### config.mk
export PLATFORM = sky130hd
export DESIGN_NAME = cbb_pulse_throttle_flat
export DESIGN_NICKNAME = d
export VERILOG_FILES = /design/src/rtl/cbb_pulse_throttle_if.sv /design/src/rtl/cbb_pulse_throttle.sv /design/src/flat_wrapper.sv
export SDC_FILE = /design/constraint.sdc
export NUM_CORES = 1
export LEC_CHECK = 0
export BUFFER_PORTS_ARGS = -buffer_cell sky130_fd_sc_hd__buf_2
export CAP_MARGIN = 40
export CORE_AREA = 2 2 39 41
export CTS_CLUSTER_DIAMETER = 120
export DETAILED_ROUTE_END_ITERATION = 6
export DIE_AREA = 0 0 41 43
export GPL_TIMING_DRIVEN = 0
export PLACE_DENSITY_LB_ADDON = 0.1
export SLEW_MARGIN = 20
export SYNTH_ARGS = -nofsm -noshare
export SYNTH_HDL_FRONTEND = slang
export SYNTH_SLANG_ARGS = --single-unit
### constraint.sdc
create_clock -name i_clk -period 4.5 [get_ports i_clk]
set_clock_uncertainty 0.2 [all_clocks]
set_input_delay 0.225 -clock i_clk [delete_from_list [all_inputs] [get_ports i_clk]]
set_output_delay 0.225 -clock i_clk [all_outputs]
set_load 0.01 [all_outputs]
### src/rtl/cbb_pulse_throttle_if.sv
// Event-side bundle of the pulse throttle. The producer drives i_pulse and i_clr;
// the throttle drives the paced pulse and the status outputs.
// P_CNT_W must match the P_CNT_W of the throttle instance it connects to.
interface cbb_pulse_throttle_if #(
    parameter int P_CNT_W = 4
);
    logic               i_pulse;
    logic               i_clr;
    logic               o_pulse;
    logic [P_CNT_W-1:0] o_pending;
    logic               o_busy;
    logic               o_overflow;

    modport slave (
        input  i_pulse,
        input  i_clr,
        output o_pulse,
        output o_pending,
        output o_busy,
        output o_overflow
    );

    modport master (
        output i_pulse,
        output i_clr,
        input  o_pulse,
        input  o_pending,
        input  o_busy,
        input  o_overflow
    );
endinterface

### src/rtl/cbb_pulse_throttle.sv
// Pulse throttle for the source side of a pulse synchronizer.
// Bursty single-cycle events are counted and re-emitted as registered single-cycle
// pulses. Consecutive output pulses are at least P_GAP_CYCLES clocks apart, so the
// downstream stretcher/synchronizer never merges two events.
// When the block is idle and nothing is pending, an incoming event bypasses the
// counter and fires on the very next edge.
module cbb_pulse_throttle #(
    parameter int P_GAP_CYCLES = 6,
    parameter int P_CNT_W      = 4
) (
    input  logic                  i_clk,
    input  logic                  i_rst,
    cbb_pulse_throttle_if.slave   io
);

    localparam int LP_TMR_W = $clog2(P_GAP_CYCLES);
    localparam logic [LP_TMR_W-1:0] LP_TMR_LOAD = LP_TMR_W'(P_GAP_CYCLES - 1);

    typedef enum logic [1:0] {
        S_IDLE = 2'd0,
        S_FIRE = 2'd1,
        S_GAP  = 2'd2
    } state_t;

    state_t               r_state;
    state_t               w_state_next;
    logic [LP_TMR_W-1:0]  r_timer;
    logic [LP_TMR_W-1:0]  w_timer_next;
    logic [P_CNT_W-1:0]   r_pending;
    logic [P_CNT_W-1:0]   w_pending_next;
    logic                 r_pulse;
    logic                 w_pulse_next;
    logic                 r_overflow;
    logic                 w_overflow_next;

    logic                 w_pend_zero;
    logic                 w_pend_full;
    logic                 w_fire_ok;
    logic                 w_want;
    logic                 w_fire;
    logic                 w_inc;
    logic                 w_dec;

    // Fire decision, backlog accounting, gap timer and next-state logic.
    always_comb begin
        w_state_next    = r_state;
        w_timer_next    = r_timer;
        w_pending_next  = r_pending;
        w_overflow_next = r_overflow;
        w_pulse_next    = 1'b0;

        w_pend_zero = (r_pending == '0);
        w_pend_full = &r_pending;
        w_fire_ok   = (r_state == S_IDLE) || ((r_state == S_GAP) && (r_timer == '0));
        w_want      = !w_pend_zero || io.i_pulse;
        // A clear suppresses firing on its own edge.
        w_fire      = w_fire_ok && w_want && !io.i_clr;
        // An event that fires straight from an empty backlog is never counted.
        w_inc       = io.i_pulse && !(w_fire && w_pend_zero);
        w_dec       = w_fire && !w_pend_zero;

        w_pulse_next = w_fire;

        // The timer runs through FIRE and GAP and rests at zero.
        if (w_fire) begin
            w_timer_next = LP_TMR_LOAD;
        end else if ((r_state != S_IDLE) && (r_timer != '0)) begin
            w_timer_next = r_timer - 1'b1;
        end

        case (r_state)
            S_IDLE: begin
                if (w_fire) begin
                    w_state_next = S_FIRE;
                end
            end
            S_FIRE: begin
                w_state_next = S_GAP;
            end
            S_GAP: begin
                if (w_fire) begin
                    w_state_next = S_FIRE;
                end else if ((r_timer == '0) && !w_want) begin
                    w_state_next = S_IDLE;
                end
            end
            default: begin
                w_state_next = S_IDLE;
            end
        endcase

        // Clear wins over counting and also discards a same-cycle event; the gap
        // timer and state are left to run their course.
        if (io.i_clr) begin
            w_pending_next  = '0;
            w_overflow_next = 1'b0;
        end else if (w_inc && !w_dec) begin
            if (w_pend_full) begin
                w_overflow_next = 1'b1;
            end else begin
                w_pending_next = r_pending + 1'b1;
            end
        end else if (w_dec && !w_inc) begin
            w_pending_next = r_pending - 1'b1;
        end
    end

    // State, timer, backlog and output registers; reset drops everything at once.
    always_ff @(posedge i_clk or posedge i_rst) begin
        if (i_rst) begin
            r_state    <= S_IDLE;
            r_timer    <= '0;
            r_pending  <= '0;
            r_pulse    <= 1'b0;
            r_overflow <= 1'b0;
        end else begin
            r_state    <= w_state_next;
            r_timer    <= w_timer_next;
            r_pending  <= w_pending_next;
            r_pulse    <= w_pulse_next;
            r_overflow <= w_overflow_next;
        end
    end

    assign io.o_pulse    = r_pulse;
    assign io.o_pending  = r_pending;
    assign io.o_overflow = r_overflow;
    assign io.o_busy     = (r_state != S_IDLE) || (r_pending != '0);

endmodule
### src/flat_wrapper.sv
// flat-port wrapper written by rule: the top's interface ports become plain ports
module cbb_pulse_throttle_flat 
#(
    parameter int P_GAP_CYCLES = 6,
    parameter int P_CNT_W      = 4
)
  (i_clk, i_rst, io_i_pulse, io_i_clr, io_o_pulse, io_o_pending, io_o_busy, io_o_overflow);
  cbb_pulse_throttle_if #(.P_CNT_W(P_CNT_W)) io_i ();
  input  logic i_clk;
  input  logic i_rst;
  input wire logic [$bits(io_i.i_pulse)-1:0] io_i_pulse;
  input wire logic [$bits(io_i.i_clr)-1:0] io_i_clr;
  output wire logic [$bits(io_i.o_pulse)-1:0] io_o_pulse;
  output wire logic [$bits(io_i.o_pending)-1:0] io_o_pending;
  output wire logic [$bits(io_i.o_busy)-1:0] io_o_busy;
  output wire logic [$bits(io_i.o_overflow)-1:0] io_o_overflow;
  assign io_i.i_pulse = io_i_pulse;
  assign io_i.i_clr = io_i_clr;
  assign io_o_pulse = io_i.o_pulse;
  assign io_o_pending = io_i.o_pending;
  assign io_o_busy = io_i.o_busy;
  assign io_o_overflow = io_i.o_overflow;
  cbb_pulse_throttle #(.P_GAP_CYCLES(P_GAP_CYCLES), .P_CNT_W(P_CNT_W)) u_core (.i_clk(i_clk), .i_rst(i_rst), .io(io_i));
endmodule
==> impl_metrics.env, run 1 <==
export IMPL_status="finished, final reports clean"
export IMPL_p_total_w=0.000527
export IMPL_grt_remaining_overflow=0
export IMPL_tritoncts="yes"
export IMPL_worstPathArrival_ns=2.43
export IMPL_drt_total_wl_mm=1.29
export IMPL_grt_max_degree=12
export IMPL_synth_top_cell_by_area="dfrtp_1"
export IMPL_syn_nets=75
export IMPL_grt_pass1_wl_mm=2.22
export IMPL_whs_path_depth=4
export IMPL_portBuffers=10
export IMPL_num_antenna_cells=0
export IMPL_drcViolationCount=0
export IMPL_final_setup_tns_ns=0
export IMPL_initial_core_util_pct=51.0
export IMPL_rows=14
export IMPL_synth_ff_type="dfrtp_1"
export IMPL_dieArea_um2=1760
export IMPL_synth_area_leaders="dfrtp_1, ha_1, a211oi_2, nand2b_1, mux2_2"
export IMPL_critical_path_class="reg2reg"
export IMPL_htreeDepth=1
export IMPL_drive_above_1_share_pct=29.3
export IMPL_clock_root_buffer="clkbuf_4"
export IMPL_finalSetupViolations=0
export IMPL_endpoint_kind="flop"
export IMPL_worstRegToRegCells=10
export IMPL_yosys_warnings=0
export IMPL_worstMarginPinSlew_ns=0.439
export IMPL_synth_most_common_cell="dfrtp_1"
export IMPL_coreArea_um2=1380
export IMPL_timing_final_ws_setup_ns=2.01
export IMPL_finalHoldViolCount=0
export IMPL_max_freq_mhz=401
export IMPL_insertion_delay_ns=0.27
export IMPL_layout_min_cycle_time_ns=2.49
export IMPL_gp_congestion=0.747
export IMPL_area_growth_pct=15.1
export IMPL_dp_hpwl_um=951
export IMPL_hold_class="in2reg"
export IMPL_slew_headroom_pct=70.7
export IMPL_synth_top_cell_area_share_pct=39.0
export IMPL_required_ns=4.44
export IMPL_place_area_um2=776
export IMPL_min_period_over_period_pct=55.4
export IMPL_antenna_found_initial=0
export IMPL_place_ws_ns=2.01
export IMPL_yosysSeqAreaShare_pct=39.0
export IMPL_fin_area_um2=812
export IMPL_io_pins=11
export IMPL_netlist_instances=67
export IMPL_drv_slew=0
export IMPL_utilization_pct=58.7
export IMPL_die_w_um=41
export IMPL_vdd_drop_max_uv=309
export IMPL_ant_nets=0
export IMPL_drt_iter0_drc=7
export IMPL_clk_pin_slew_ns=0.08
export IMPL_grt_pass1_vias=522
export IMPL_cts_buffers=3
export IMPL_ys_top_cells_by_count="dfrtp_1, ha_1, inv_1, nand2b_1"
export IMPL_numClockSinks=11
export IMPL_fin_nets=91
export IMPL_power_density_nw_per_um2=649
export IMPL_grt_usage_pct=18.3
export IMPL_avgViaCountPerCell=5.69
export IMPL_syn_area_per_cell_um2=10.5
export IMPL_first_pass_iters=4
export IMPL_synthArstFlopShare_pct=100
export IMPL_leakagePower_nw=0.387
export IMPL_crit_path_max_fanout=5
export IMPL_max_clock_path_buffers=2
export IMPL_synth_seq_cells=11
export IMPL_via_count=558
export IMPL_cp_start_kind="flop"
export IMPL_maxCapViolCount=0
export IMPL_synth_edff_count=0
export IMPL_syn_area_um2=706
export IMPL_wire_per_inst_um=13.2
export IMPL_synthDistinctLibCells=34
export IMPL_die_h_um=43
export IMPL_rsz0062_at_grt="false"
-- placed cells by master (no fill, tap or decap) --
cell type	n
nor2b_1	2
a21o_1	1
clkbuf_4	3
dfrtp_1	11
dlygate4sd3_1	1
nor4_4	1
nor2_1	3
nand4_1	1
o41a_1	1
nand2b_1	4
nand4b_1	1
or3_1	1
and3_1	1
nand3_1	2
o21a_1	2
a21oi_1	3
clkbuf_1	2
mux2_2	2
a31oi_1	2
inv_2	1
o2bb2ai_1	1
a31oi_2	1
and2_4	1
a211oi_2	2
o21ai_1	2
ha_1	4
inv_1	4
o31ai_1	1
buf_2	10
o21ai_0	2
o41ai_2	1
o21bai_2	1
a32oi_1	1
nand2b_4	1
nand2_1	2
xor2_1	2
xnor2_1	1
-- cells by family (layout without fill, tap and decap cells) --
logic type	Yosys count	after routing	synth area share [%]
DFF	11	11	39.0
AOI/OAI and AO/OA	21	21	24.3
xor gates and xnor gates	3	3	3.72
muxes	2	2	3.19
adders and majority gates	4	4	7.09
buffers and inverters	6	21	3.19
and+or+nand+nor	20	20	19.5
-- final cells by class --
cell class	count	area (µm²)
Buffer	1	3.75
Timing Repair Buffer	11	60.1
Inverter	5	18.8
Fill cell	131	572
Multi-Input combinational cell	50	408
Tap cell	16	20.0
Sequential cell	11	275
Clock buffer	4	26.3
-- path summary, 6_finish.rpt --
check	start	endpoint	slack, ns
min in group asynchronous	i_rst	u_core.io.o_pending[1]	0.29
max reg2reg	u_core.r_timer[0]	u_core.io.o_pending[3]	2.01
min	io_i_clr	u_core.io.o_pending[1]	0.15
max	u_core.r_timer[0]	u_core.io.o_pending[3]	2.01
max in group asynchronous	i_rst	u_core.r_timer[2]	3.51
min reg2reg	u_core.io.o_overflow	u_core.io.o_overflow	0.29
-- power breakdown --
group	leakage, nW	switching [W]	total [W]	internal (W)
sequential	0.138	0.0000527	0.000189	0.000137
clock	0.0150	0.0000350	0.0000693	0.0000343
combinational	0.234	0.000136	0.000268	0.000132
-- stage by stage --
step | hold slack, ns | instances
after floorplan | -0.123 | 67
after global placement | 0.0437 | 93
final | 0.151 | 98
after CTS | 0.152 | 98
after detailed placement | 0.0595 | 93
after global routing | 0.174 | 98
-- routing by layer --
metal / track usage (%) / vias up / share of wire [%]
met5: 0 / - / 0
met4: 9.33 / 0 / 0.93
met3: 3.14 / 2 / 3.2
met2: 26.6 / 8 / 45
met1: 25.2 / 272 / 51
li1: - / 276 / -
-- timing repair --
item,4_1_cts,5_1_grt
hold buffers,1,0
endpoints found under the hold margin,11,0
setup buffers,0,0
resized for setup,0,0
-- sequential cells by signal, summed over array words and instances, names as in the netlist --
name	flops
u_core.io.o_overflow	1
u_core.io.o_pending	4
u_core.io.o_pulse	1
u_core.r_state	2
u_core.r_timer	3
-- critical path, stage by stage (launching register included) --
cell and delay (ns):
dfrtp_1 0.39, inv_1 0.08, ha_1 0.20, nand2b_4 0.09
a31oi_2 0.34, ha_1 0.33, o21ai_0 0.10, nand2b_1 0.07
mux2_2 0.28, a32oi_1 0.18, o41ai_2 0.10
Note: power is estimated with default switching activity, not from simulation.
==> run 2: changes to the inputs <==
--- a/config.mk
+++ b/config.mk
@@ -7,10 +7,10 @@
 export LEC_CHECK = 0
 export BUFFER_PORTS_ARGS = -buffer_cell sky130_fd_sc_hd__buf_2
 export CAP_MARGIN = 40
-export CORE_AREA = 2 2 39 41
+export CORE_MARGIN = 2
+export CORE_UTILIZATION = 53
 export CTS_CLUSTER_DIAMETER = 120
 export DETAILED_ROUTE_END_ITERATION = 6
-export DIE_AREA = 0 0 41 43
 export GPL_TIMING_DRIVEN = 0
 export PLACE_DENSITY_LB_ADDON = 0.1
 export SLEW_MARGIN = 20
==> constraint.sdc (replaced) <==
create_clock -name i_clk -period 2.52 [get_ports i_clk]
set_clock_uncertainty 0.2 [all_clocks]
set_input_delay 0.126 -clock i_clk [delete_from_list [all_inputs] [get_ports i_clk]]
set_output_delay 0.126 -clock i_clk [all_outputs]
set_load 0.01 [all_outputs]
==> run 2 against run 1 <==
Routed wire length grew 5.7%. Count of clock-buffer cells in the layout shrank 1. Critical path depth is the same. Worst setup slack lost 1.9 ns. Non-clock buffer count is the same. Power grew 83%. Sequential share of layout area shrank 0.36 points. Critical path type unchanged. Utilization grew 6.0 points. Combinational power grew 84%. Largest power group unchanged. Via count is the same. Cell count shrank 1.0%.
==> impl_metrics.env, run 2 (same netlist as run 1, synthesis figures left out) <==
export IMPL_finalSetupViolations=0
export IMPL_maxCapViolCount=0
export IMPL_wire_per_inst_um=14.1
export IMPL_crit_path_max_fanout=5
export IMPL_die_h_um=40.5
export IMPL_final_common_cell="dfrtp_1"
export IMPL_hold_end="u_core.io.o_pending[1]"
export IMPL_rows=13
export IMPL_rrSetupSlack_ns=0.12
export IMPL_drcViolationCount=0
export IMPL_num_antenna_cells=0
export IMPL_whs_path_depth=4
export IMPL_drv_slew=0
export IMPL_portBuffers=10
export IMPL_worstMarginPinSlew_ns=0.439
export IMPL_cpMaxStageDelayCell="dfrtp_1"
export IMPL_regToRegStartpoint="u_core.r_timer[0]"
export IMPL_htreeDepth=1
export IMPL_grt_usage_pct=19.7
export IMPL_clock_root_buffer="clkbuf_4"
export IMPL_dieArea_um2=1640
export IMPL_fin_area_um2=821
export IMPL_area_growth_pct=16.3
export IMPL_avgViaCountPerCell=5.75
export IMPL_endpoint_kind="flop"
export IMPL_power_density_nw_per_um2=1170
export IMPL_fin_nets=91
export IMPL_insertion_delay_ns=0.28
export IMPL_slew_headroom_pct=70.7
export IMPL_p_total_w=0.000964
export IMPL_numClockSinks=11
export IMPL_min_from="io_i_clr"
export IMPL_layout_min_cycle_time_ns=2.40
export IMPL_worstPathCellList="inv_1 -> ha_1 -> nand2b_4 -> a31oi_4 -> ha_1 -> o21ai_0 -> nand2b_1 -> mux2_2 -> a32oi_1 -> o41ai_2"
export IMPL_final_cells=97
export IMPL_cp_start_kind="flop"
export IMPL_final_cell_mix="dfrtp_1, buf_2, nand2b_1, inv_1, ha_1"
export IMPL_grt_pass1_wl_mm=2.04
export IMPL_final_setup_tns_ns=0
export IMPL_place_inst=92
export IMPL_via_count=558
export IMPL_max_freq_mhz=417
export IMPL_leakagePower_nw=0.391
export IMPL_critical_path_class="reg2reg"
export IMPL_grt_max_degree=12
export IMPL_max_clock_path_buffers=2
export IMPL_tritoncts="yes"
export IMPL_die_w_um=40.5
export IMPL_rsz0062_at_grt="false"
export IMPL_first_pass_iters=4
export IMPL_gp_congestion=0.718
export IMPL_clk_pin_slew_ns=0.08
export IMPL_grt_pass1_vias=466
export IMPL_largest_reg_flops=4
export IMPL_ant_nets=0
export IMPL_worstPathArrival_ns=2.36
export IMPL_drt_total_wl_mm=1.37
export IMPL_drive_above_1_share_pct=30.5
export IMPL_hold_class="in2reg"
export IMPL_critPathMostFrequentCell="ha_1"
export IMPL_min_period_over_period_pct=95.2
export IMPL_initial_core_util_pct=55.6
export IMPL_finalHoldViolCount=0
export IMPL_status="finished, final reports clean"
export IMPL_io_pins=11
export IMPL_drt_iter0_drc=2
export IMPL_dp_hpwl_um=975
export IMPL_required_ns=2.48
export IMPL_critPathMaxStageDelay_ns=0.39
export IMPL_antenna_found_initial=0
export IMPL_coreArea_um2=1270
export IMPL_reg2reg_to="u_core.io.o_pending[3]"
export IMPL_place_area_um2=774
export IMPL_cts_buffers=3
export IMPL_worstRegToRegCells=10
export IMPL_vdd_drop_max_uv=556
export IMPL_grt_remaining_overflow=0
run 2: worst max path at each step:
stage,start,end,slack (ns),depth (start not counted)
5_1_grt,u_core.r_timer[0],u_core.io.o_pending[3],0.02,10
2_1_floorplan,u_core.r_timer[0],u_core.io.o_pending[3],0.23,10
3_5_place_dp,u_core.r_timer[0],u_core.io.o_pending[3],0.04,10
6_report,u_core.r_timer[0],u_core.io.o_pending[3],0.12,10
4_1_cts,u_core.r_timer[0],u_core.io.o_pending[3],0.02,10
3_3_place_gp,u_core.r_timer[0],u_core.io.o_pending[3],0.08,10
run 2: power breakdown:
group / total, W / switching (W) / leakage [nW] / internal [W]
logic: 0.000493 / 0.000253 / 0.235 / 0.000240
clock network: 0.000131 / 0.0000723 / 0.0177 / 0.0000591
registers: 0.000339 / 0.0000950 / 0.138 / 0.000244
run 2: per-layer routing:
| metal | vias up | part of all wire [%] | global-route usage (%) |
|---|---|---|---|
| met5 | - | 0 | 0 |
| met4 | 0 | 2.3 | 12.5 |
| met3 | 5 | 3.4 | 5.00 |
| met2 | 9 | 45 | 27.4 |
| met1 | 264 | 49 | 26.6 |
| li1 | 280 | - | - |
run 2: stage by stage:
stage	hold WS, ns	setup slack, ns	utilization, %
floorplan	-0.222	0.227	-
global placement	-0.0610	0.0817	61.0
detailed placement	-0.0490	0.0421	61.0
CTS	0.0231	0.0234	64.0
global route	0.0594	0.0242	64.7
finish	0.0290	0.121	64.7
run 2: what timing repair did:
action | in CTS | in global routing
hold endpoints to repair | 11 | 0
endpoints found under the setup margin | 0 | 1
hold buffers | 1 | 0
setup buffers | 0 | 0
gates resized for setup | 0 | 1
run 2: layout make-up:
cell class	instances	area, µm²
sequential	11	275
tap	15	18.8
inverter	5	18.8
clock buffer	3	22.5
timing repair buffer	11	60.1
clock inverter	1	5.00
fill	111	448
buffer	1	3.75
multi-input combinational	50	417
run 2: critical path, delay by kind of cell (launching register included):
| kind | cells | cell delay [ns] |
|---|---|---|
| compound gates | 4 | 0.65 |
| fa+ha+maj | 2 | 0.50 |
| buf+inv | 1 | 0.09 |
| flops | 1 | 0.39 |
| mux | 1 | 0.29 |
| simple gates | 2 | 0.16 |
